**src/rtl/reg_writeback_unit.sv**
```systemverilog
// reg_writeback_unit: final pipeline stage. It holds one instruction from the
// memory-access stage, selects its result, writes it to the register file once,
// offers that result for forwarding to decode, and counts retired instructions.
module reg_writeback_unit #(
   parameter int INSTR_WIDTH = 32,
   parameter int ADDR_WIDTH  = 4
) (
   input  logic                   clk,
   input  logic                   rst,
   input  logic                   ma_valid,
   output logic                   ma_ready,
   input  logic                   ma_is_wb,
   input  logic                   ma_is_ld,
   input  logic                   ma_is_call,
   input  logic [ADDR_WIDTH-1:0]  ma_rd,
   input  logic [INSTR_WIDTH-1:0] ma_alu_result,
   input  logic [INSTR_WIDTH-1:0] ma_ld_result,
   input  logic [INSTR_WIDTH-1:0] ma_pc,
   input  logic                   stall,
   input  logic                   flush,
   input  logic [ADDR_WIDTH-1:0]  dec_rs1,
   input  logic [ADDR_WIDTH-1:0]  dec_rs2,
   output logic                   wb_en,
   output logic [ADDR_WIDTH-1:0]  wb_addr,
   output logic [INSTR_WIDTH-1:0] wb_result,
   output logic                   fw_rs1_conflict,
   output logic                   fw_rs2_conflict,
   output logic [INSTR_WIDTH-1:0] fw_result,
   output logic [INSTR_WIDTH-1:0] retire_cnt
);

   // The link register is the highest-numbered register.
   localparam logic [ADDR_WIDTH-1:0] LinkReg = {ADDR_WIDTH{1'b1}};

   logic                   held_valid;
   logic                   held_is_wb;
   logic [ADDR_WIDTH-1:0]  held_rd;
   logic [INSTR_WIDTH-1:0] held_result;
   logic                   written;

   logic [INSTR_WIDTH-1:0] sel_result;
   logic [ADDR_WIDTH-1:0]  sel_rd;

   // Result and destination that would be captured this cycle: calls write the
   // return address to the link register, loads write load data, others the ALU value.
   always_comb begin
      sel_result = ma_alu_result;
      sel_rd     = ma_rd;
      if (ma_is_call) begin
         sel_result = ma_pc + INSTR_WIDTH'(4);
         sel_rd     = LinkReg;
      end else if (ma_is_ld) begin
         sel_result = ma_ld_result;
      end
   end

   // Stage register, written flag and retire counter. A stall freezes the stage
   // (flush included); the written flag keeps a stalled instruction from writing twice.
   always_ff @(posedge clk) begin
      if (rst) begin
         held_valid  <= 1'b0;
         held_is_wb  <= 1'b0;
         held_rd     <= '0;
         held_result <= '0;
         written     <= 1'b0;
         retire_cnt  <= '0;
      end else if (!stall) begin
         held_valid  <= ma_valid & ~flush;
         held_is_wb  <= ma_is_wb;
         held_rd     <= sel_rd;
         held_result <= sel_result;
         written     <= 1'b0;
         if (held_valid) begin
            retire_cnt <= retire_cnt + INSTR_WIDTH'(1);
         end
      end else if (wb_en) begin
         written <= 1'b1;
      end
   end

   // Register-file write port, forwarding and handshake, all derived from the stage register.
   always_comb begin
      ma_ready        = ~stall;
      wb_en           = held_valid & held_is_wb & ~written;
      wb_addr         = held_valid ? held_rd : '0;
      wb_result       = held_valid ? held_result : '0;
      fw_rs1_conflict = held_valid & held_is_wb & (dec_rs1 == wb_addr);
      fw_rs2_conflict = held_valid & held_is_wb & (dec_rs2 == wb_addr);
      fw_result       = wb_result;
   end

endmodule

```
**config.mk**
```make
export PLATFORM = sky130hd
export DESIGN_NAME = reg_writeback_unit
export DESIGN_NICKNAME = d
export VERILOG_FILES = /design/src/rtl/reg_writeback_unit.sv
export SDC_FILE = /design/constraint.sdc
export NUM_CORES = 1
export LEC_CHECK = 0
export CAP_MARGIN = 40
export CORE_UTILIZATION = 30
export DETAILED_ROUTE_END_ITERATION = 12
export RECOVER_POWER = 50
export SLEW_MARGIN = 20
export SYNTH_ARGS = -nofsm -noshare
export SYNTH_HDL_FRONTEND = slang
export SYNTH_SLANG_ARGS = --single-unit
```
**constraint.sdc**
```tcl
create_clock -name clk -period 1.9 [get_ports clk]
set_input_delay 0.38 -clock clk [delete_from_list [all_inputs] [get_ports clk]]
set_output_delay 0.38 -clock clk [all_outputs]
set_load 0.03 [all_outputs]
```
==> out/metrics.csv, run 1 <==
metric,value,unit
Area after DPL,6910,um2
Worst-path clk slew,60,ps
Clock Skew,5.49,ps
Final WS setup,48.7,ps
largest net degree at the start of global routing,34,
Critical R2R Launch,held_valid,
drt wl/cell,15.5,um
Worst Setup End Kind,output port,
first-pass iteration count of the detailed router,4,
yosys warns,0,
fmax,540,MHz
Die Height,124,um
CP required,1520,ps
std cell rows,44,
Combinational Power Share,19.8,%
Worst Reg-to-Reg Cells,8,
Post-synth ARST share,0,%
fin nets,891,
DR iter-0 viols,201,
I/O pin count,220,
TritonCTS clock tree,done,
most frequent cells in the layout,"clkdlybuf4s50_1, buf_4, dfxtp_1",
Worst Setup Start Kind,flop,
Slowest Stage Delay on Critical Path,710,ps
critical setup path kind,flop to output port,
antenna violations before repair,1,
Slew @ Worst Pin,427,ps
CP Cell Sequence,clkdlybuf4s50_1,
layout cells sized above 1,24.7,%
Hold Path Class,input port to flop,
"Clk Latency, worst-skew pair",330,ps
Tcrit/Tclk final,97.4,%
Max Transition Viols Final,0,
WP depth,1,
Worst setup startpoint,retire_cnt[4],
Finished Cell Area,7220,um2
area delta synth->final,60.6,%
Pint,2.99,mW
CTS buffer count,9,
post-DP HPWL,12.0,mm
hold bufs inserted after CTS,0,
Slew headroom,71.4,%
"wirelength, routed",14.9,mm
Syn Area/Cell,8.38,um2
sequential share of power,39.4,%
Tot Pwr,4.02,mW
clock share of power,40.8,%
Lkg Pwr,2.98,nW
hold endpoint,retire_cnt[15],
drc violations,0,
Hold Path Origin,rst,
"Seq/Total Area, Yosys",31.6,%
CTS max path bufs,2,
total negative slack,0,ps
Die Wd,124,um
Sw Share,25.7,%
crit-path leading delay family,buffers and inverters,
worst vdd ir,0.000385,V
total grt overflow,0,
P per Cell Area,557,nW/um2
RSZ-0062 raised after global routing,yes,
Synth Register Bits,71,
Initial Utilization,30.8,%
H-tree levels,3,
Hold Path Cell Cnt,2,
Max Cap Viol,0,
Post-Syn Instances,536,
IO buf count,219,
crit path max fanout,5,
P_sw,1.03,mW
dominant synthesized flop cell,dfxtp_1,
Final ANT Viol Nets,0,
status,completed,
Vias/cell,4.87,
die area,15500,um2
r2r setup slk,190,ps
clock tree root buffer cell,clkbuf_16,
# diodes,0,
gr usage total,19.1,%
first-pass GRT wire length,23.7,mm
gpl congestion,0.834,
RR Endpoint,retire_cnt[17],
Placement Setup Slack,-350,ps
"most common cell after layout, fill and taps aside",clkdlybuf4s50_1,
vias,4689,
Final Hold Fails,0,
Fillers,1381,
utilization after layout,49.5,%
Netlist cell types,43,
vias in the first global route,4758,
number of synthesized flops with an enable pin,0,
Core Region,14600,um2
CP Buf/Inv Count,1,
syn_nets,654,
"Cell Area, Synth",4490,um2
CP max-delay cell,clkdlybuf4s50_1,
CTS sink count,71,
Tmin final,1850,ps
Arrival @ worst endpoint,1470,ps
final setup fails,0,
==> power groups by stage <==
stage / combinational [mW] / clock (mW) / sequential, mW
floorplan: 0.347 / 0 / 1.61
global placement: 0.785 / 0 / 1.61
detailed placement: 0.793 / 0 / 1.62
CTS: 0.800 / 1.69 / 1.58
global route: 0.862 / 1.76 / 1.59
finish: 0.798 / 1.64 / 1.58
==> sequential cells by signal (all words and copies together) (netlist names) <==
register,flops
held_result,32
held_valid,1
held_is_wb,1
retire_cnt,32
written,1
held_rd,4
==> cell usage after synthesis, types with 6 or more instances <==
cell / count / area [um2]
o21ai_0: 13 / 65.1
buf_4: 32 / 240
a211oi_1: 25 / 188
and4_1: 10 / 87.6
mux2_2: 16 / 180
and3_1: 7 / 43.8
nand2_1: 30 / 113
mux2i_1: 17 / 170
and2_1: 36 / 225
nand3_1: 27 / 135
a21oi_1: 13 / 65.1
nor2_1: 51 / 191
xor2_1: 38 / 333
nor2b_1: 8 / 50.1
inv_1: 9 / 33.8
o22ai_1: 18 / 113
xnor2_1: 23 / 201
nand4_1: 16 / 100
nor3_1: 6 / 30.0
clkbuf_1: 23 / 86.3
dfxtp_1: 71 / 1420
==> layer usage <==
metal	global-route usage (%)	wire [um]
met5	0	0
met3	2.88	669
met1	23.1	6530
met4	8.79	364
met2	33.0	7320
==> worst max-delay path by stage <==
stage                            endpoint  slack [ps]
final                       retire_cnt[4]          50
after global routing      held_result[15]          -6
after CTS                 fw_rs2_conflict           6
after detailed placement  held_result[22]        -350
after global placement    held_result[26]        -290
after floorplan           fw_rs1_conflict        -240
==> stage by stage <==
| step | hold slack (ps) | std cells |
|---|---|---|
| 2_1_floorplan | 436 | 536 |
| 3_3_place_gp | 449 | 941 |
| 3_5_place_dp | 454 | 941 |
| 4_1_cts | 387 | 958 |
| 5_1_grt | 391 | 962 |
| 6_report | 387 | 962 |
==> kinds of logic (layout without fill, tap and decap cells) <==
| logic type | after synthesis | in the layout | synth area share, % |
|---|---|---|---|
| AO/OA/AOI/OAI | 83 | 83 | 12.3 |
| XOR/XNOR | 61 | 61 | 11.9 |
| flip-flops | 71 | 71 | 31.6 |
| AND/OR/NAND/NOR | 213 | 213 | 27.0 |
| multiplexers | 33 | 33 | 7.79 |
| buffers and inverters | 73 | 315 | 8.88 |
| adder cells (fa/ha/maj) | 2 | 2 | 0.557 |
==> cell type report <==
type | instances | area, um2 | share of cell area (%)
Multi-Input combinational cell | 392 | 2710 | 37.5
Timing Repair Buffer | 290 | 2530 | 35.0
Sequential cell | 71 | 1420 | 19.7
Clock buffer | 12 | 267 | 3.69
Tap cell | 184 | 230 | 3.19
Inverter | 9 | 33.8 | 0.468
Clock inverter | 4 | 28.8 | 0.399
==> what timing repair did <==
| action | CTS | global route |
|---|---|---|
| endpoints found under the setup margin | 3 | 17 |
| buffers inserted | 1 | 4 |
| pin swaps | 1 | 8 |
| gates resized for setup | 5 | 20 |
Power figures use the tool's default switching activity.
==> inputs of run 2 (changes only) <==
clock period = 1.7 ns   (was 1.9 ns; I/O delays follow)
==> out/metrics.csv, run 2 (same netlist as run 1, synthesis figures left out) <==
metric,value,unit,change
Worst Setup Start Kind,flop,,
Die Wd,124,um,unchanged
crit path max fanout,5,,unchanged
largest net degree at the start of global routing,32,,-5.9%
Final WS setup,-93.8,ps,-142 ps
first-pass GRT wire length,25.1,mm,+5.9%
Tmin final,1790,ps,
DR iter-0 viols,246,,+22%
drc violations,0,,unchanged
clock tree root buffer cell,clkbuf_16,,
Top Registers,"held_result (32), retire_cnt (32), held_rd (4)",,
Hold Path Class,input port to flop,,
Max Transition Viols Final,0,,unchanged
P per Cell Area,581,nW/um2,+4.2%
vias,4781,,+2.0%
Worst-path clk slew,50,ps,about the same
post-DP HPWL,12.1,mm,+0.78%
total grt overflow,0,,unchanged
RSZ-0062 raised after global routing,yes,,
layout cells sized above 1,30.2,%,+5.6 points
gpl congestion,0.867,,+4.0%
most frequent cells in the layout,"clkdlybuf4s50_1, buf_4, dfxtp_1",,
Slew headroom,62.4,%,-9.0 points
IO buf count,219,,unchanged
CTS buffer count,9,,unchanged
total negative slack,-542,ps,-542 ps
TritonCTS clock tree,done,,
H-tree levels,3,,unchanged
status,"finished, violations left",,
Area after DPL,7060,um2,+2.1%
fmax,557,MHz,
CP required,1360,ps,-160 ps
Tot Pwr,4.43,mW,+10%
die area,15500,um2,unchanged
Lkg Pwr,3.38,nW,+14%
std cell rows,44,,unchanged
"Clk Latency, worst-skew pair",340,ps,about the same
Arrival @ worst endpoint,1450,ps,-20 ps
antenna violations before repair,0,,-1
Worst Setup End Kind,output port,,
Fillers,1390,,+0.65%
gr usage total,20.1,%,+1.0 points
CTS max path bufs,2,,unchanged
Final ANT Viol Nets,0,,unchanged
worst hold margin,318,ps,-68.5 ps
fin nets,901,,+1.1%
area delta synth->final,69.5,%,
"most common cell after layout, fill and taps aside",clkdlybuf4s50_1,,
final setup fails,26,,+26
Finished Cell Area,7620,um2,+5.5%
drt wl/cell,16.2,um,+5.0%
Tcrit/Tclk final,106,%,
CTS sink count,71,,unchanged
worst vdd ir,0.000483,V,+25%
Clock Skew,5.72,ps,+0.228 ps
Die Height,124,um,unchanged
Slew @ Worst Pin,564,ps,+137 ps
failing checks,negative setup slack,,
Final Hold Fails,0,,unchanged
Max Cap Viol,0,,unchanged
first-pass iteration count of the detailed router,4,,unchanged
Vias/cell,4.92,,+1.0%
critical setup path kind,flop to output port,,
Core Region,14600,um2,unchanged
# diodes,0,,unchanged
Initial Utilization,30.8,%,unchanged
I/O pin count,220,,unchanged
"wirelength, routed",15.8,mm,+6.0%
vias in the first global route,4935,,+3.7%
[run 2: cell types whose count changed in the layout (fill, tap and decap cells not counted), moves of 15 or more]
cell,previous run,this run
buf_6,4,47
and2_0,16,0
buf_4,115,89
and2_4,0,17
dlygate4sd2_1,0,42
clkdlybuf4s50_1,134,95
and2_1,19,4
[run 2: final timing paths]
check	start	end	slack, ps	cells after the start
min	rst	held_result[31]	320	2
min reg2reg	held_result[9]	held_result[9]	470	2
max	held_valid	fw_rs2_conflict	-90	5
max reg2reg	retire_cnt[3]	retire_cnt[31]	-30	6
[run 2: critical path: stages (launching register included)]
cell	delay (ps)
dfxtp_4	350
buf_12	120
nand2_4	60
xnor2_1	130
nor4_2	250
buf_4	200
[run 2: per-stage QoR]
step	util [%]	std cells	setup slack (ps)
2_1_floorplan	-	536	-102
3_3_place_gp	48.4	947	-415
3_5_place_dp	48.4	947	-486
4_1_cts	51.2	965	-122
5_1_grt	52.2	971	-160
6_report	52.2	971	-93.8
[run 2: timing repair]
item	4_1_cts	5_1_grt
setup buffers	2	4
hold buffers	0	0
gates resized for setup	90	52
gates cloned	1	2
endpoints found under the setup margin	45	84
pin swaps	8	14
hold endpoints to repair	0	0
[run 2: cell type report]
| cell class | count | area, um2 | share of cell area (%) |
|---|---|---|---|
| inverters | 9 | 33.8 | 0.443 |
| clock inverters | 1 | 5.00 | 0.0657 |
| repair buffers | 300 | 2840 | 37.3 |
| well taps | 184 | 230 | 3.02 |
| clock buffers | 14 | 254 | 3.33 |
| multi-input cells | 392 | 2830 | 37.2 |
| flip-flops and latches | 71 | 1430 | 18.7 |
[run 2: report_power, final]
group | internal, mW | total [mW] | switching (mW)
Clock | 1.02 | 1.72 | 0.705
Combinational | 0.526 | 0.926 | 0.399
Sequential | 1.73 | 1.78 | 0.0434
Total | 3.28 | 4.43 | 1.15
[run 2: layer usage]
| layer | track usage (%) | wire, um |
|---|---|---|
| met1 | 23.4 | 6610 |
| met2 | 36.7 | 8180 |
| met4 | 6.09 | 203 |
| met3 | 4.04 | 780 |
| met5 | 0 | 0 |
